<file path="config.mk">
export PLATFORM = sky130hd
export DESIGN_NAME = nasti_arb2
export DESIGN_NICKNAME = d
export VERILOG_FILES = /design/src/rtl/nasti_arb_pkg.sv /design/src/rtl/nasti_rr_arb2.sv /design/src/rtl/nasti_arb2.sv
export SDC_FILE = /design/constraint.sdc
export NUM_CORES = 1
export LEC_CHECK = 0
export ABC_AREA = 1
export BUFFER_PORTS_ARGS = -buffer_cell sky130_fd_sc_hd__buf_2
export CAP_MARGIN = 0
export CORE_AREA = 2 2 423 425
export CTS_CLUSTER_SIZE = 16
export DETAILED_ROUTE_END_ITERATION = 16
export DIE_AREA = 0 0 425 427
export GPL_ROUTABILITY_DRIVEN = 0
export GPL_TIMING_DRIVEN = 0
export MAX_ROUTING_LAYER = met4
export SYNTH_ARGS = -nofsm -noshare
export SYNTH_HDL_FRONTEND = slang
export SYNTH_SLANG_ARGS = --single-unit
</file>
<file path="constraint.sdc">
create_clock -name clk -period 1.3 [get_ports clk]
set_input_delay 0.325 -clock clk [delete_from_list [all_inputs] [get_ports clk]]
set_output_delay 0.325 -clock clk [all_outputs]
set_load 0.005 [all_outputs]
</file>
<file path="src/rtl/nasti_arb_pkg.sv">
// Shared types and helpers for the two-master NASTI arbiter.
package nasti_arb_pkg;

  localparam int LEN_W   = 8;
  localparam int SIZE_W  = 3;
  localparam int BURST_W = 2;
  localparam int RESP_W  = 2;

  typedef enum logic [1:0] {
    W_IDLE = 2'd0,
    W_ADDR = 2'd1,
    W_DATA = 2'd2
  } w_state_t;

  typedef enum logic {
    R_IDLE = 1'b0,
    R_ADDR = 1'b1
  } r_state_t;

  // Grant bit for a 2-way round-robin: a lone requester wins, a tie goes to prio.
  function automatic logic rr_pick(input logic prio, input logic req0, input logic req1);
    if (req0 && !req1) return 1'b0;
    if (req1 && !req0) return 1'b1;
    return prio;
  endfunction

endpackage

</file>
<file path="src/rtl/nasti_rr_arb2.sv">
// Registered 2-way round-robin picker. The grant is captured on load and held
// until the next load; priority moves to the other master once the granted
// request is accepted.
module nasti_rr_arb2
  import nasti_arb_pkg::*;
(
  input  logic clk,
  input  logic rstn,
  input  logic req0,
  input  logic req1,
  input  logic load,
  input  logic accept,
  output logic gnt
);

  logic prio;

  // Capture the winner at the start of a transaction; hand priority over on accept.
  always_ff @(posedge clk or negedge rstn) begin
    if (!rstn) begin
      gnt  <= 1'b0;
      prio <= 1'b0;
    end else begin
      // NOTE: non-blocking, so prio is updated from the grant held before this edge.
      if (load)   gnt  <= rr_pick(prio, req0, req1);
      if (accept) prio <= ~gnt;
    end
  end

endmodule

</file>
<file path="src/rtl/nasti_arb2.sv">
// Two-master to one-slave NASTI arbiter. AW and AR are arbitrated round-robin,
// a write burst owns the W channel from its AW until w_last, and B/R responses
// are steered back by the extra source bit at the top of the slave-side ID.
module nasti_arb2
  import nasti_arb_pkg::*;
#(
  parameter int ID_WIDTH   = 1,
  parameter int ADDR_WIDTH = 16,
  parameter int DATA_WIDTH = 128,
  parameter int USER_WIDTH = 1
) (
  input  logic                    clk,
  input  logic                    rstn,
  // master 0
  input  logic                    m0_aw_valid,
  output logic                    m0_aw_ready,
  input  logic [ID_WIDTH-1:0]     m0_aw_id,
  input  logic [ADDR_WIDTH-1:0]   m0_aw_addr,
  input  logic [LEN_W-1:0]        m0_aw_len,
  input  logic [SIZE_W-1:0]       m0_aw_size,
  input  logic [BURST_W-1:0]      m0_aw_burst,
  input  logic [USER_WIDTH-1:0]   m0_aw_user,
  input  logic                    m0_w_valid,
  output logic                    m0_w_ready,
  input  logic [DATA_WIDTH-1:0]   m0_w_data,
  input  logic [DATA_WIDTH/8-1:0] m0_w_strb,
  input  logic                    m0_w_last,
  input  logic [USER_WIDTH-1:0]   m0_w_user,
  output logic                    m0_b_valid,
  input  logic                    m0_b_ready,
  output logic [ID_WIDTH-1:0]     m0_b_id,
  output logic [RESP_W-1:0]       m0_b_resp,
  output logic [USER_WIDTH-1:0]   m0_b_user,
  input  logic                    m0_ar_valid,
  output logic                    m0_ar_ready,
  input  logic [ID_WIDTH-1:0]     m0_ar_id,
  input  logic [ADDR_WIDTH-1:0]   m0_ar_addr,
  input  logic [LEN_W-1:0]        m0_ar_len,
  input  logic [SIZE_W-1:0]       m0_ar_size,
  input  logic [BURST_W-1:0]      m0_ar_burst,
  input  logic [USER_WIDTH-1:0]   m0_ar_user,
  output logic                    m0_r_valid,
  input  logic                    m0_r_ready,
  output logic [ID_WIDTH-1:0]     m0_r_id,
  output logic [DATA_WIDTH-1:0]   m0_r_data,
  output logic [RESP_W-1:0]       m0_r_resp,
  output logic                    m0_r_last,
  output logic [USER_WIDTH-1:0]   m0_r_user,
  // master 1
  input  logic                    m1_aw_valid,
  output logic                    m1_aw_ready,
  input  logic [ID_WIDTH-1:0]     m1_aw_id,
  input  logic [ADDR_WIDTH-1:0]   m1_aw_addr,
  input  logic [LEN_W-1:0]        m1_aw_len,
  input  logic [SIZE_W-1:0]       m1_aw_size,
  input  logic [BURST_W-1:0]      m1_aw_burst,
  input  logic [USER_WIDTH-1:0]   m1_aw_user,
  input  logic                    m1_w_valid,
  output logic                    m1_w_ready,
  input  logic [DATA_WIDTH-1:0]   m1_w_data,
  input  logic [DATA_WIDTH/8-1:0] m1_w_strb,
  input  logic                    m1_w_last,
  input  logic [USER_WIDTH-1:0]   m1_w_user,
  output logic                    m1_b_valid,
  input  logic                    m1_b_ready,
  output logic [ID_WIDTH-1:0]     m1_b_id,
  output logic [RESP_W-1:0]       m1_b_resp,
  output logic [USER_WIDTH-1:0]   m1_b_user,
  input  logic                    m1_ar_valid,
  output logic                    m1_ar_ready,
  input  logic [ID_WIDTH-1:0]     m1_ar_id,
  input  logic [ADDR_WIDTH-1:0]   m1_ar_addr,
  input  logic [LEN_W-1:0]        m1_ar_len,
  input  logic [SIZE_W-1:0]       m1_ar_size,
  input  logic [BURST_W-1:0]      m1_ar_burst,
  input  logic [USER_WIDTH-1:0]   m1_ar_user,
  output logic                    m1_r_valid,
  input  logic                    m1_r_ready,
  output logic [ID_WIDTH-1:0]     m1_r_id,
  output logic [DATA_WIDTH-1:0]   m1_r_data,
  output logic [RESP_W-1:0]       m1_r_resp,
  output logic                    m1_r_last,
  output logic [USER_WIDTH-1:0]   m1_r_user,
  // slave toward memory
  output logic                    s_aw_valid,
  input  logic                    s_aw_ready,
  output logic [ID_WIDTH:0]       s_aw_id,
  output logic [ADDR_WIDTH-1:0]   s_aw_addr,
  output logic [LEN_W-1:0]        s_aw_len,
  output logic [SIZE_W-1:0]       s_aw_size,
  output logic [BURST_W-1:0]      s_aw_burst,
  output logic [USER_WIDTH-1:0]   s_aw_user,
  output logic                    s_w_valid,
  input  logic                    s_w_ready,
  output logic [DATA_WIDTH-1:0]   s_w_data,
  output logic [DATA_WIDTH/8-1:0] s_w_strb,
  output logic                    s_w_last,
  output logic [USER_WIDTH-1:0]   s_w_user,
  input  logic                    s_b_valid,
  output logic                    s_b_ready,
  input  logic [ID_WIDTH:0]       s_b_id,
  input  logic [RESP_W-1:0]       s_b_resp,
  input  logic [USER_WIDTH-1:0]   s_b_user,
  output logic                    s_ar_valid,
  input  logic                    s_ar_ready,
  output logic [ID_WIDTH:0]       s_ar_id,
  output logic [ADDR_WIDTH-1:0]   s_ar_addr,
  output logic [LEN_W-1:0]        s_ar_len,
  output logic [SIZE_W-1:0]       s_ar_size,
  output logic [BURST_W-1:0]      s_ar_burst,
  output logic [USER_WIDTH-1:0]   s_ar_user,
  input  logic                    s_r_valid,
  output logic                    s_r_ready,
  input  logic [ID_WIDTH:0]       s_r_id,
  input  logic [DATA_WIDTH-1:0]   s_r_data,
  input  logic [RESP_W-1:0]       s_r_resp,
  input  logic                    s_r_last,
  input  logic [USER_WIDTH-1:0]   s_r_user
);

  w_state_t w_state, w_state_nxt;
  r_state_t r_state, r_state_nxt;
  logic     wgnt, w_load, w_accept;
  logic     rgnt, r_load, r_accept;
  logic     b_sel, r_sel;

  nasti_rr_arb2 u_warb (
    .clk    (clk),
    .rstn   (rstn),
    .req0   (m0_aw_valid),
    .req1   (m1_aw_valid),
    .load   (w_load),
    .accept (w_accept),
    .gnt    (wgnt)
  );

  nasti_rr_arb2 u_rarb (
    .clk    (clk),
    .rstn   (rstn),
    .req0   (m0_ar_valid),
    .req1   (m1_ar_valid),
    .load   (r_load),
    .accept (r_accept),
    .gnt    (rgnt)
  );

  // Write FSM state register.
  always_ff @(posedge clk or negedge rstn) begin
    if (!rstn) w_state <= W_IDLE;
    else       w_state <= w_state_nxt;
  end

  // Write FSM: grant, forward AW, then own W until the last beat.
  always_comb begin
    // NOTE: every output gets a default first so no path leaves one unassigned (no latch).
    w_state_nxt = w_state;
    w_load      = 1'b0;
    w_accept    = 1'b0;
    s_aw_valid  = 1'b0;
    s_w_valid   = 1'b0;
    m0_aw_ready = 1'b0;
    m1_aw_ready = 1'b0;
    m0_w_ready  = 1'b0;
    m1_w_ready  = 1'b0;
    case (w_state)
      W_IDLE: begin
        if (m0_aw_valid || m1_aw_valid) begin
          w_load      = 1'b1;
          w_state_nxt = W_ADDR;
        end
      end
      W_ADDR: begin
        s_aw_valid  = wgnt ? m1_aw_valid : m0_aw_valid;
        m0_aw_ready = !wgnt && s_aw_ready;
        m1_aw_ready =  wgnt && s_aw_ready;
        if (s_aw_valid && s_aw_ready) begin
          w_accept    = 1'b1;
          w_state_nxt = W_DATA;
        end
      end
      W_DATA: begin
        s_w_valid  = wgnt ? m1_w_valid : m0_w_valid;
        m0_w_ready = !wgnt && s_w_ready;
        m1_w_ready =  wgnt && s_w_ready;
        if (s_w_valid && s_w_ready && s_w_last) w_state_nxt = W_IDLE;
      end
      default: w_state_nxt = W_IDLE;
    endcase
  end

  // Read FSM state register.
  always_ff @(posedge clk or negedge rstn) begin
    if (!rstn) r_state <= R_IDLE;
    else       r_state <= r_state_nxt;
  end

  // Read FSM: grant, then forward AR until it is accepted.
  always_comb begin
    r_state_nxt = r_state;
    r_load      = 1'b0;
    r_accept    = 1'b0;
    s_ar_valid  = 1'b0;
    m0_ar_ready = 1'b0;
    m1_ar_ready = 1'b0;
    case (r_state)
      R_IDLE: begin
        if (m0_ar_valid || m1_ar_valid) begin
          r_load      = 1'b1;
          r_state_nxt = R_ADDR;
        end
      end
      R_ADDR: begin
        s_ar_valid  = rgnt ? m1_ar_valid : m0_ar_valid;
        m0_ar_ready = !rgnt && s_ar_ready;
        m1_ar_ready =  rgnt && s_ar_ready;
        if (s_ar_valid && s_ar_ready) begin
          r_accept    = 1'b1;
          r_state_nxt = R_IDLE;
        end
      end
      default: r_state_nxt = R_IDLE;
    endcase
  end

  // Request payloads follow the registered grant; the source bit tops the ID.
  assign s_aw_id    = wgnt ? {1'b1, m1_aw_id} : {1'b0, m0_aw_id};
  assign s_aw_addr  = wgnt ? m1_aw_addr  : m0_aw_addr;
  assign s_aw_len   = wgnt ? m1_aw_len   : m0_aw_len;
  assign s_aw_size  = wgnt ? m1_aw_size  : m0_aw_size;
  assign s_aw_burst = wgnt ? m1_aw_burst : m0_aw_burst;
  assign s_aw_user  = wgnt ? m1_aw_user  : m0_aw_user;
  assign s_w_data   = wgnt ? m1_w_data   : m0_w_data;
  assign s_w_strb   = wgnt ? m1_w_strb   : m0_w_strb;
  assign s_w_last   = wgnt ? m1_w_last   : m0_w_last;
  assign s_w_user   = wgnt ? m1_w_user   : m0_w_user;
  assign s_ar_id    = rgnt ? {1'b1, m1_ar_id} : {1'b0, m0_ar_id};
  assign s_ar_addr  = rgnt ? m1_ar_addr  : m0_ar_addr;
  assign s_ar_len   = rgnt ? m1_ar_len   : m0_ar_len;
  assign s_ar_size  = rgnt ? m1_ar_size  : m0_ar_size;
  assign s_ar_burst = rgnt ? m1_ar_burst : m0_ar_burst;
  assign s_ar_user  = rgnt ? m1_ar_user  : m0_ar_user;

  // Responses are steered by the source bit alone; rstn gating keeps the
  // master-facing handshakes quiet while reset is held.
  assign b_sel      = s_b_id[ID_WIDTH];
  assign m0_b_valid = rstn & s_b_valid & ~b_sel;
  assign m1_b_valid = rstn & s_b_valid &  b_sel;
  assign s_b_ready  = rstn & (b_sel ? m1_b_ready : m0_b_ready);
  assign m0_b_id    = s_b_id[ID_WIDTH-1:0];
  assign m1_b_id    = s_b_id[ID_WIDTH-1:0];
  assign m0_b_resp  = s_b_resp;
  assign m1_b_resp  = s_b_resp;
  assign m0_b_user  = s_b_user;
  assign m1_b_user  = s_b_user;

  assign r_sel      = s_r_id[ID_WIDTH];
  assign m0_r_valid = rstn & s_r_valid & ~r_sel;
  assign m1_r_valid = rstn & s_r_valid &  r_sel;
  assign s_r_ready  = rstn & (r_sel ? m1_r_ready : m0_r_ready);
  assign m0_r_id    = s_r_id[ID_WIDTH-1:0];
  assign m1_r_id    = s_r_id[ID_WIDTH-1:0];
  assign m0_r_data  = s_r_data;
  assign m1_r_data  = s_r_data;
  assign m0_r_resp  = s_r_resp;
  assign m1_r_resp  = s_r_resp;
  assign m0_r_last  = s_r_last;
  assign m1_r_last  = s_r_last;
  assign m0_r_user  = s_r_user;
  assign m1_r_user  = s_r_user;

endmodule

</file>
==> results of run 1 <==
[per-layer routing]
layer	global-route usage, %	part of all wire, %	wire (um)	vias up
li1	-	-	-	4926
met1	14.82	31	47620	5210
met2	27.58	49	76660	1160
met3	11.08	16	25190	275
met4	4.823	3.5	5486	0
met5	-	0	0	-
[final cells by class]
type,instances,area share [%]
Antenna cell,127,1.816
Buffer,321,16.50
Sequential cell,7,1.022
Timing Repair inverter,1,0.04290
Timing Repair Buffer,974,37.89
Clock buffer,4,0.4505
Tap cell,2355,16.84
Inverter,17,0.5077
Multi-Input combinational cell,679,24.93
[worst min-delay path by stage]
stage	startpoint	endpoint	slack (ns)	cells after the start
after floorplan	rstn	r_state	0.03	0
after global placement	rstn	w_state[1]	0.26	1
after detailed placement	rstn	w_state[1]	0.26	1
after CTS	m0_aw_valid	u_warb.prio	0.32	3
after global routing	m0_aw_valid	u_warb.prio	0.35	3
final	m0_ar_valid	u_rarb.prio	0.33	3
[cells in the mapped netlist]
cell,instances
sky130_fd_sc_hd__and2_1,1
sky130_fd_sc_hd__buf_4,277
sky130_fd_sc_hd__buf_2,38
sky130_fd_sc_hd__o21ai_1,1
sky130_fd_sc_hd__dfrtp_1,7
sky130_fd_sc_hd__inv_2,1
sky130_fd_sc_hd__inv_1,16
sky130_fd_sc_hd__nor2_1,11
sky130_fd_sc_hd__nand2_1,648
sky130_fd_sc_hd__nand3_1,1
sky130_fd_sc_hd__a21oi_1,2
sky130_fd_sc_hd__o211ai_1,2
sky130_fd_sc_hd__o21ai_0,5
sky130_fd_sc_hd__clkbuf_1,7
sky130_fd_sc_hd__nor3_1,8
[registers in the layout (all words and copies together) (netlist names)]
name and cells:
u_rarb.gnt 1, u_warb.prio 1, u_rarb.prio 1, r_state 1, u_warb.gnt 1, w_state 2
[power by group through the flow]
stage	Sequential (uW)	Clock, uW	Combinational [uW]
final	477	581	30400
after global routing	489	594	31700
after CTS	461	600	24800
after detailed placement	405	0	19500
after global placement	402	0	19500
after floorplan	377	0	5340
[metrics by stage]
| step | instances | cell area (sq um) |
|---|---|---|
| 6_report | 4485 | 17500 |
| 3_3_place_gp | 4313 | 12730 |
| 4_1_cts | 4333 | 14660 |
| 5_1_grt | 4473 | 17470 |
| 2_1_floorplan | 1025 | 5115 |
| 3_5_place_dp | 4313 | 12730 |
[kinds of logic (layout without fill, tap and decap cells)]
kind of cell    after synthesis  count (layout)  synth area share, %
simple gates                669             669                49.36
buf+inv                     339            1317                46.13
compound gates               10              10                1.076
flops                         7               7                3.425
other cells                   0             127                    0
[critical path, cell delays in order, from the launching register on]
cell	delay, ns
sky130_fd_sc_hd__dfrtp_4	0.54
sky130_fd_sc_hd__buf_12	0.21
sky130_fd_sc_hd__buf_4	0.21
sky130_fd_sc_hd__nand2_1	0.18
sky130_fd_sc_hd__nand2_1	0.12
sky130_fd_sc_hd__buf_2	0.20
[repair_timing]
action | in CTS | in global routing
endpoints found under the setup margin | 227 | 227
hold buffers | 2 | 0
pin swaps | 5 | 50
setup buffers | 8 | 16
endpoints found under the hold margin | 4 | 0
cloned | 6 | 11
resized for setup | 497 | 592
==> run_summary.xml, run 1 <==
<?xml version="1.0" encoding="UTF-8"?>
<metrics>
  <group name="yosys">
    <metric name="synth_top_cells_by_area" unit="">sky130_fd_sc_hd__nand2_1 (48%), sky130_fd_sc_hd__buf_4 (41%), sky130_fd_sc_hd__buf_2 (3.7%)</metric>
    <metric name="yosysTopAreaCellShare" unit="%">47.55</metric>
    <metric name="yosys.area.top_type" unit="">sky130_fd_sc_hd__nand2_1</metric>
    <metric name="synth_seq_area_share" unit="%">3.425</metric>
    <metric name="synth_warnings" unit="">0</metric>
    <metric name="synth_fp_nets" unit="">1597</metric>
    <metric name="syn_inst" unit="">1025</metric>
    <metric name="post_synth_num_cell_types" unit="">15</metric>
    <metric name="synth_seq_cells" unit="">7</metric>
    <metric name="post_synth_instance_area" unit="sq um">5115</metric>
    <metric name="syn-mean-instance-area" unit="sq um">4.990</metric>
  </group>
  <group name="drt">
    <metric name="wirelength" unit="mm">154.9</metric>
    <metric name="antenna_left" unit="">0</metric>
    <metric name="drt_iter0_drc" unit="">1128</metric>
    <metric name="num_vias" unit="">11571</metric>
    <metric name="detail_route.vias_per_cell" unit="">2.580</metric>
    <metric name="post-route-drc-count" unit="">0</metric>
    <metric name="dr.pass1.iters" unit="">7</metric>
    <metric name="route.detailed.wl_per_inst" unit="um">34.55</metric>
  </group>
  <group name="sta">
    <metric name="clock_skew" unit="ns">0.0002639</metric>
    <metric name="worst-slew-pin-transition" unit="ns">0.4055</metric>
    <metric name="final.min_clock_period" unit="ns">2.072</metric>
    <metric name="timing.final.crit_share" unit="%">159.4</metric>
    <metric name="hold-worst-slack" unit="ns">0.3276</metric>
    <metric name="layout_setup_ws" unit="ns">-0.7717</metric>
    <metric name="finalSetupTns" unit="ns">-133.73</metric>
    <metric name="setup-violations-final" unit="">222</metric>
    <metric name="maxClockFrequency" unit="MHz">482.7</metric>
    <metric name="timing.final.hold_violations" unit="">0</metric>
    <metric name="grt_setup_unrepaired" unit="">yes</metric>
    <metric name="slew_violations" unit="">0</metric>
    <metric name="timing.slew.headroom" unit="%">72.88</metric>
  </group>
  <group name="pwr">
    <metric name="fin_total_pwr" unit="uW">31450</metric>
    <metric name="power.clock.fraction" unit="%">1.8</metric>
    <metric name="total_leakage_power" unit="uW">0.008846</metric>
    <metric name="powerDensity" unit="nW/um^2">1797</metric>
    <metric name="switching_share" unit="%">58.87</metric>
    <metric name="power.ir.vdd_worst" unit="uV">710.6</metric>
    <metric name="share_comb_of_total_power" unit="%">96.6</metric>
    <metric name="seq_power_share" unit="%">1.5</metric>
    <metric name="switching_power" unit="uW">18510</metric>
    <metric name="power.internal" unit="uW">12940</metric>
  </group>
  <group name="setup_path">
    <metric name="worst_r2r_path_depth" unit="">9</metric>
    <metric name="endpoint" unit="">s_w_data[101]</metric>
    <metric name="worst_ep_arrival_time" unit="ns">1.75</metric>
    <metric name="critical_path.max_fanout" unit="">10</metric>
    <metric name="worstSetupEndpointType" unit="">primary output</metric>
    <metric name="worst_ep_required_time" unit="ns">0.98</metric>
    <metric name="timing.reg2reg.setup_slack" unit="ns">-0.28</metric>
    <metric name="timing.critical_path.from" unit="">u_warb.gnt</metric>
    <metric name="reg2reg_to" unit="">w_state[1]</metric>
    <metric name="setup.worst_path.class" unit="">reg -&gt; out</metric>
    <metric name="r2r-start" unit="">u_warb.gnt</metric>
    <metric name="crit_path_start_kind" unit="">register</metric>
  </group>
  <group name="clock_tree">
    <metric name="htree_num_levels" unit="">1</metric>
    <metric name="cts-root-buf" unit="">sky130_fd_sc_hd__clkbuf_16</metric>
    <metric name="clk-insertion-delay-late" unit="ns">0.25</metric>
    <metric name="cts_tree" unit="">yes</metric>
    <metric name="tritoncts.num_buffers" unit="">3</metric>
    <metric name="clk_transition_reported_paths" unit="ns">0.04</metric>
    <metric name="clockBufferDepth" unit="">2</metric>
    <metric name="cts_num_sinks" unit="">7</metric>
  </group>
  <group name="hold_path">
    <metric name="hold_path.class" unit="">in -&gt; reg</metric>
  </group>
  <group name="layout">
    <metric name="finalCoreUtilization" unit="%">9.872</metric>
    <metric name="post_route_cells_drive_above_1_share" unit="%">78.78</metric>
    <metric name="mostFrequentLayoutCell" unit="">sky130_fd_sc_hd__buf_2</metric>
    <metric name="nNetsFinal" unit="">2576</metric>
    <metric name="multiInputGateArea" unit="sq um">4363</metric>
    <metric name="layout.area.seq" unit="sq um">178.9</metric>
    <metric name="syn2layout_area_growth" unit="%">242.1</metric>
    <metric name="n_fill_cell" unit="">20849</metric>
    <metric name="mostFrequentLayoutCells" unit="">sky130_fd_sc_hd__buf_2 (748), sky130_fd_sc_hd__nand2_1 (385), sky130_fd_sc_hd__buf_4 (309), sky130_fd_sc_hd__buf_6 (142), sky130_fd_sc_hd__nand2_2 (119)</metric>
  </group>
  <group name="die">
    <metric name="die_area" unit="sq um">181500</metric>
    <metric name="number_of_top_level_pins" unit="">1071</metric>
    <metric name="initial_utilization" unit="%">2.886</metric>
    <metric name="dieWidth" unit="um">425</metric>
    <metric name="fp.dieH" unit="um">427</metric>
    <metric name="floorplan.rows" unit="">155</metric>
    <metric name="placeableCoreArea" unit="sq um">177300</metric>
  </group>
  <group name="global_routing">
    <metric name="grt_pass1_wl" unit="mm">169.1</metric>
    <metric name="globalRoute.totalOverflow" unit="">0</metric>
    <metric name="grt_max_degree" unit="">11</metric>
    <metric name="number_of_global_route_vias_before_repair" unit="">9632</metric>
    <metric name="antenna_found_initial" unit="">151</metric>
    <metric name="grt_use_total" unit="%">16.35</metric>
  </group>
  <group name="job">
    <metric name="number_of_max_capacitance_violations_reported" unit="">0</metric>
  </group>
  <group name="place">
    <metric name="dp_hpwl" unit="mm">144.6</metric>
    <metric name="placement.io_buffers" unit="">933</metric>
    <metric name="dp_slack" unit="ns">-1.299</metric>
  </group>
  <group name="outcome">
    <metric name="failed_checks" unit="">negative setup slack</metric>
    <metric name="outcome" unit="">finished, violations left</metric>
  </group>
</metrics>
Power figures use the tool's default switching activity.
==> inputs of run 2 (changes only) <==
Settings changed: BUFFER_PORTS_ARGS -buffer_cell sky130_fd_sc_hd__buf_2 to -buffer_cell sky130_fd_sc_hd__clkbuf_2.
==> run_summary.xml, run 2 (synthesis gave the netlist of run 1 again) <==
<?xml version="1.0" encoding="UTF-8"?>
<metrics>
  <group name="pwr">
    <metric name="total_leakage_power" unit="uW">0.008696</metric>
    <metric name="fin_total_pwr" unit="uW">29340</metric>
    <metric name="powerDensity" unit="nW/um^2">1759</metric>
    <metric name="power.ir.vdd_worst" unit="uV">562.7</metric>
  </group>
  <group name="setup_path">
    <metric name="cp_top_family" unit="">buffers and inverters</metric>
    <metric name="worst_path_largest_cell_delay" unit="ns">0.36</metric>
    <metric name="cp.depth" unit="">6</metric>
    <metric name="timing.critical_path.from" unit="">u_warb.gnt</metric>
    <metric name="crit_path_frequent_cell" unit="">sky130_fd_sc_hd__buf_12</metric>
    <metric name="r2r-start" unit="">u_warb.gnt</metric>
    <metric name="setup.worst_path.class" unit="">reg -&gt; out</metric>
    <metric name="path_cells" unit="">buf_12 &gt; buf_12 &gt; buf_6 &gt; nand2_2 &gt; nand2_1 &gt; clkbuf_4</metric>
    <metric name="critical_path.slowest_cell" unit="">sky130_fd_sc_hd__dfrtp_2</metric>
    <metric name="worstSetupEndpointType" unit="">primary output</metric>
    <metric name="worst-path-buf-inv" unit="">4</metric>
    <metric name="worst_r2r_path_depth" unit="">9</metric>
    <metric name="reg2reg_to" unit="">w_state[1]</metric>
    <metric name="worst_ep_required_time" unit="ns">0.98</metric>
    <metric name="crit_path_start_kind" unit="">register</metric>
    <metric name="timing.reg2reg.setup_slack" unit="ns">0</metric>
    <metric name="critical_path.max_fanout" unit="">10</metric>
    <metric name="worst_ep_arrival_time" unit="ns">1.68</metric>
    <metric name="endpoint" unit="">s_w_data[122]</metric>
  </group>
  <group name="sta">
    <metric name="maxClockFrequency" unit="MHz">500.0</metric>
    <metric name="layout_setup_ws" unit="ns">-0.7001</metric>
    <metric name="timing.final.crit_share" unit="%">153.9</metric>
    <metric name="setup-violations-final" unit="">225</metric>
    <metric name="grt_setup_unrepaired" unit="">yes</metric>
    <metric name="hold-worst-slack" unit="ns">-0.009567</metric>
    <metric name="slew_violations" unit="">0</metric>
    <metric name="final.min_clock_period" unit="ns">2.000</metric>
    <metric name="worst-slew-pin-transition" unit="ns">0.3738</metric>
    <metric name="timing.final.hold_violations" unit="">7</metric>
    <metric name="clock_skew" unit="ns">0.0002677</metric>
    <metric name="timing.slew.headroom" unit="%">75.08</metric>
  </group>
  <group name="place">
    <metric name="dp_hpwl" unit="mm">144.6</metric>
    <metric name="placed_area" unit="sq um">12730</metric>
    <metric name="dp_slack" unit="ns">-1.321</metric>
    <metric name="placement.io_buffers" unit="">933</metric>
  </group>
  <group name="clock_tree">
    <metric name="cts-root-buf" unit="">sky130_fd_sc_hd__clkbuf_16</metric>
    <metric name="cts_num_sinks" unit="">7</metric>
    <metric name="clockBufferDepth" unit="">2</metric>
    <metric name="clk-insertion-delay-late" unit="ns">0.25</metric>
    <metric name="tritoncts.num_buffers" unit="">3</metric>
    <metric name="clk_transition_reported_paths" unit="ns">0.04</metric>
    <metric name="cts_tree" unit="">yes</metric>
    <metric name="htree_num_levels" unit="">1</metric>
  </group>
  <group name="layout">
    <metric name="nNetsFinal" unit="">2561</metric>
    <metric name="n_fill_cell" unit="">20932</metric>
    <metric name="postLayoutCellArea" unit="sq um">16680</metric>
    <metric name="mostFrequentLayoutCell" unit="">sky130_fd_sc_hd__clkbuf_2</metric>
    <metric name="registers.top_by_ff_count" unit="">w_state</metric>
    <metric name="post_route_cells_drive_above_1_share" unit="%">74.70</metric>
    <metric name="multiInputGateArea" unit="sq um">3860</metric>
    <metric name="finalCoreUtilization" unit="%">9.409</metric>
    <metric name="mostFrequentLayoutCells" unit="">sky130_fd_sc_hd__clkbuf_2 (772), sky130_fd_sc_hd__nand2_1 (456), sky130_fd_sc_hd__buf_4 (291), sky130_fd_sc_hd__nand2_2 (97), sky130_fd_sc_hd__nand2_4 (65)</metric>
    <metric name="largest_reg_flops" unit="">2</metric>
    <metric name="layout.area.seq" unit="sq um">176.4</metric>
    <metric name="syn2layout_area_growth" unit="%">226.1</metric>
  </group>
  <group name="job">
    <metric name="number_of_max_capacitance_violations_reported" unit="">0</metric>
  </group>
  <group name="drt">
    <metric name="detail_route.vias_per_cell" unit="">2.555</metric>
    <metric name="drt_iter0_drc" unit="">1263</metric>
    <metric name="antenna_left" unit="">0</metric>
    <metric name="post-route-drc-count" unit="">0</metric>
    <metric name="wirelength" unit="mm">152.8</metric>
    <metric name="dr.pass1.iters" unit="">7</metric>
    <metric name="num_vias" unit="">11360</metric>
    <metric name="route.detailed.wl_per_inst" unit="um">34.37</metric>
  </group>
  <group name="outcome">
    <metric name="failed_checks" unit="">negative hold slack, negative setup slack</metric>
    <metric name="outcome" unit="">finished, violations left</metric>
  </group>
  <group name="global_routing">
    <metric name="antenna_found_initial" unit="">140</metric>
    <metric name="grt_max_degree" unit="">11</metric>
    <metric name="globalRoute.totalOverflow" unit="">0</metric>
    <metric name="grt_pass1_wl" unit="mm">168.2</metric>
    <metric name="number_of_global_route_vias_before_repair" unit="">9603</metric>
    <metric name="grt_use_total" unit="%">16.27</metric>
  </group>
  <group name="die">
    <metric name="placeableCoreArea" unit="sq um">177300</metric>
    <metric name="initial_utilization" unit="%">2.886</metric>
    <metric name="dieWidth" unit="um">425</metric>
    <metric name="die_area" unit="sq um">181500</metric>
    <metric name="fp.dieH" unit="um">427</metric>
    <metric name="number_of_top_level_pins" unit="">1071</metric>
    <metric name="floorplan.rows" unit="">155</metric>
  </group>
  <group name="hold_path">
    <metric name="hold_path.class" unit="">in -&gt; async</metric>
  </group>
</metrics>
-- run 2: changes by cell type in the layout (fill, tap and decap cells not counted), moves of 6 or more --
| cell | delta |
|---|---|
| sky130_fd_sc_hd__diode_2 | -24 |
| sky130_fd_sc_hd__buf_2 | -743 |
| sky130_fd_sc_hd__clkbuf_8 | +30 |
| sky130_fd_sc_hd__clkbuf_16 | +6 |
| sky130_fd_sc_hd__buf_8 | +31 |
| sky130_fd_sc_hd__buf_12 | -15 |
| sky130_fd_sc_hd__clkbuf_4 | +26 |
| sky130_fd_sc_hd__buf_4 | -18 |
| sky130_fd_sc_hd__buf_6 | -99 |
| sky130_fd_sc_hd__nand2_1 | +71 |
| sky130_fd_sc_hd__clkbuf_2 | +772 |
| sky130_fd_sc_hd__nand2_4 | -46 |
| sky130_fd_sc_hd__nand2_2 | -22 |
-- run 2: stage by stage --
step / setup TNS [ns] / std cells
global placement: -188.55 / 4313
finish: -119.41 / 4446
CTS: -129.54 / 4335
detailed placement: -191.24 / 4313
floorplan: 0 / 1025
global route: -131.05 / 4442
-- run 2: metal layers --
| metal | vias up | routed length (um) | global-route usage, % |
|---|---|---|---|
| met2 | 1195 | 77030 | 27.36 |
| met1 | 5091 | 46900 | 14.54 |
| met3 | 217 | 25260 | 11.33 |
| li1 | 4857 | - | - |
| met5 | - | 0 | - |
| met4 | 0 | 3622 | 5.041 |
-- run 2: final cells by class --
| type | count | share of cell area [%] |
|---|---|---|
| flip-flops and latches | 7 | 1.058 |
| diodes | 103 | 1.545 |
| well taps | 2355 | 17.67 |
| plain buffers | 322 | 16.79 |
| clock buffers | 4 | 0.4726 |
| repair buffers | 959 | 38.74 |
| multi-input cells | 679 | 23.14 |
| inverters | 17 | 0.5851 |
-- run 2: report_power, final --
| part | switching, uW | internal [uW] |
|---|---|---|
| combinational | 17300 | 11100 |
| clock | 165 | 413 |
| sequential | 66.8 | 325 |
-- run 2: worst min path at each step --
stage,to,startpoint,cells after the start
final,w_state[1],rstn,1
after global routing,w_state[1],rstn,1
after CTS,w_state[1],rstn,1
after detailed placement,w_state[1],rstn,1
after floorplan,r_state,rstn,0
after global placement,w_state[1],rstn,1
-- run 2: what timing repair did --
action	in CTS	in global routing
endpoints found under the hold margin	0	0
buffers inserted	14	5
pin swaps	9	11
hold buffers	0	0
gates cloned	4	4
endpoints found under the setup margin	228	228
gates resized for setup	550	348
==> inputs of run 3 (changes only) <==
Settings changed: CORE_AREA 2 2 423 425 to 2 2 418 420, CTS_BUF_LIST from default to sky130_fd_sc_hd__clkbuf_4, DIE_AREA 0 0 425 427 to 0 0 420 422.
Clock period 1.3 ns to 2.05 ns, I/O delays scaled along.
==> run_summary.xml, run 3 (synthesis gave the netlist of run 1 again) <==
<?xml version="1.0" encoding="UTF-8"?>
<metrics>
  <group name="setup_path">
    <metric name="setup.worst_path.class" unit="">reg -&gt; out</metric>
    <metric name="critical_path.slowest_cell" unit="">sky130_fd_sc_hd__dfrtp_4</metric>
    <metric name="worstSetupEndpointType" unit="">primary output</metric>
    <metric name="worst_ep_required_time" unit="ns">1.54</metric>
    <metric name="worst_ep_arrival_time" unit="ns">1.77</metric>
    <metric name="crit_path_start_kind" unit="">register</metric>
    <metric name="path_cells" unit="">inv_12 &gt; buf_12 &gt; clkbuf_16 &gt; nand2_4 &gt; nand2_1 &gt; clkbuf_8</metric>
    <metric name="critical_path.max_fanout" unit="">7</metric>
    <metric name="worst_path_largest_cell_delay" unit="ns">0.58</metric>
  </group>
  <group name="drt">
    <metric name="antenna_left" unit="">0</metric>
    <metric name="post-route-drc-count" unit="">0</metric>
    <metric name="detail_route.vias_per_cell" unit="">2.579</metric>
    <metric name="drt_iter0_drc" unit="">1050</metric>
    <metric name="num_vias" unit="">11301</metric>
    <metric name="dr.pass1.iters" unit="">6</metric>
    <metric name="wirelength" unit="mm">154.3</metric>
    <metric name="route.detailed.wl_per_inst" unit="um">35.21</metric>
  </group>
  <group name="clock_tree">
    <metric name="cts_num_sinks" unit="">7</metric>
    <metric name="clockBufferDepth" unit="">2</metric>
    <metric name="htree_num_levels" unit="">1</metric>
    <metric name="tritoncts.num_buffers" unit="">3</metric>
    <metric name="cts-hold-fix-buffers" unit="">0</metric>
    <metric name="clk_transition_reported_paths" unit="ns">0.08</metric>
    <metric name="clk-insertion-delay-late" unit="ns">0.31</metric>
    <metric name="cts_tree" unit="">yes</metric>
    <metric name="cts-root-buf" unit="">sky130_fd_sc_hd__clkbuf_4</metric>
  </group>
  <group name="global_routing">
    <metric name="number_of_global_route_vias_before_repair" unit="">9782</metric>
    <metric name="grt_use_total" unit="%">16.91</metric>
    <metric name="globalRoute.totalOverflow" unit="">0</metric>
    <metric name="antenna_found_initial" unit="">122</metric>
    <metric name="grt_max_degree" unit="">12</metric>
    <metric name="grt_pass1_wl" unit="mm">171.0</metric>
  </group>
  <group name="die">
    <metric name="initial_utilization" unit="%">2.959</metric>
    <metric name="placeableCoreArea" unit="sq um">172900</metric>
    <metric name="floorplan.rows" unit="">153</metric>
    <metric name="fp.dieH" unit="um">422</metric>
    <metric name="number_of_top_level_pins" unit="">1071</metric>
    <metric name="dieWidth" unit="um">420</metric>
    <metric name="die_area" unit="sq um">177200</metric>
  </group>
  <group name="sta">
    <metric name="final.min_clock_period" unit="ns">2.280</metric>
    <metric name="grt_setup_unrepaired" unit="">yes</metric>
    <metric name="timing.slew.headroom" unit="%">68.15</metric>
    <metric name="timing.final.hold_violations" unit="">0</metric>
    <metric name="worst-slew-pin-transition" unit="ns">0.4765</metric>
    <metric name="slew_violations" unit="">0</metric>
    <metric name="finalSetupTns" unit="ns">-27.50</metric>
    <metric name="clock_skew" unit="ns">0.0005508</metric>
    <metric name="hold-worst-slack" unit="ns">0.03216</metric>
    <metric name="setup-violations-final" unit="">179</metric>
    <metric name="maxClockFrequency" unit="MHz">438.5</metric>
    <metric name="layout_setup_ws" unit="ns">-0.2304</metric>
    <metric name="timing.final.crit_share" unit="%">111.2</metric>
  </group>
  <group name="hold_path">
    <metric name="hold_path.class" unit="">in -&gt; async</metric>
  </group>
  <group name="pwr">
    <metric name="powerDensity" unit="nW/um^2">1138</metric>
    <metric name="power.ir.vdd_worst" unit="uV">407.0</metric>
    <metric name="fin_total_pwr" unit="uW">18980</metric>
    <metric name="total_leakage_power" unit="uW">0.008810</metric>
  </group>
  <group name="outcome">
    <metric name="failed_checks" unit="">negative setup slack</metric>
    <metric name="outcome" unit="">finished, violations left</metric>
  </group>
  <group name="layout">
    <metric name="syn2layout_area_growth" unit="%">226.0</metric>
    <metric name="largest_reg_flops" unit="">2</metric>
    <metric name="post_route_cells_drive_above_1_share" unit="%">76.78</metric>
    <metric name="registers.top_by_ff_count" unit="">w_state</metric>
    <metric name="nNetsFinal" unit="">2563</metric>
    <metric name="layout.area.seq" unit="sq um">180.2</metric>
    <metric name="multiInputGateArea" unit="sq um">3836</metric>
    <metric name="finalCoreUtilization" unit="%">9.645</metric>
    <metric name="mostFrequentLayoutCell" unit="">sky130_fd_sc_hd__clkbuf_2</metric>
    <metric name="mostFrequentLayoutCells" unit="">sky130_fd_sc_hd__clkbuf_2 (747), sky130_fd_sc_hd__nand2_1 (419), sky130_fd_sc_hd__buf_4 (302), sky130_fd_sc_hd__nand2_2 (140), sky130_fd_sc_hd__nand2_4 (69)</metric>
    <metric name="n_fill_cell" unit="">20308</metric>
  </group>
  <group name="place">
    <metric name="dp_hpwl" unit="mm">145.7</metric>
    <metric name="placement.io_buffers" unit="">933</metric>
    <metric name="dp_slack" unit="ns">-1.145</metric>
  </group>
  <group name="job">
    <metric name="number_of_max_capacitance_violations_reported" unit="">0</metric>
  </group>
</metrics>
run 3: cell count changes in the layout (fill, tap and decap cells not counted), sizes merged:
cell / before / now
buf: 432 / 455
clkbuf: 853 / 832
clkinv: 1 / 0
clkinvlp: 0 / 1
diode: 103 / 67
run 3: cell type report:
cell class	instances	area share (%)
multi-input combinational	679	23.01
antenna	67	1.006
clock buffer	4	0.1801
inverter	17	0.5253
timing repair buffer	961	39.57
buffer	322	17.18
sequential	7	1.081
tap	2325	17.45
run 3: critical path, delay by kind of cell (launching register included):
kind                   cells  cell delay (ns)
flip-flops                 1             0.58
AND/OR/NAND/NOR            2             0.19
buffers and inverters      4             0.65
run 3: metrics by stage:
step,cells,cell area (sq um)
final,4382,16670
after global routing,4381,16670
after global placement,4283,12690
after detailed placement,4283,12690
after floorplan,1025,5115
after CTS,4299,15130
run 3: path summary, 6_finish.rpt:
kind | from | endpoint | slack [ns] | cells after the start
worst max register to register | u_warb.gnt | w_state[1] | 0.41 | 8
worst min-delay path | rstn | u_warb.prio | 0.03 | 1
worst min register to register | u_warb.prio | u_warb.prio | 0.49 | 2
max in group asynchronous | rstn | u_rarb.gnt | 1.82 | 1
min in group clk | m0_aw_valid | u_warb.prio | 0.45 | 3
worst max-delay path | u_warb.gnt | s_w_data[38] | -0.23 | 6
run 3: where the power goes:
part	leakage [uW]	internal (uW)	total, uW	switching [uW]
Sequential	0.0000817	211	297	85.9
Combinational	0.00871	7310	18500	11200
Clock	0.0000188	89.3	184	94.6
Total	0.00881	7610	19000	11400
run 3: layer usage:
metal / part of all wire (%) / up-vias / GRT usage, %
met1: 32 / 5167 / 15.07
met4: 2.5 / 0 / 3.309
met2: 51 / 1106 / 29.68
li1: - / 4801 / -
met5: 0 / - / -
met3: 15 / 227 / 11.23
run 3: timing repair:
item,4_1_cts,5_1_grt
pin swaps,1,18
endpoints found under the setup margin,221,217
resized for setup,582,431
buffers inserted,9,7
cloned,3,9
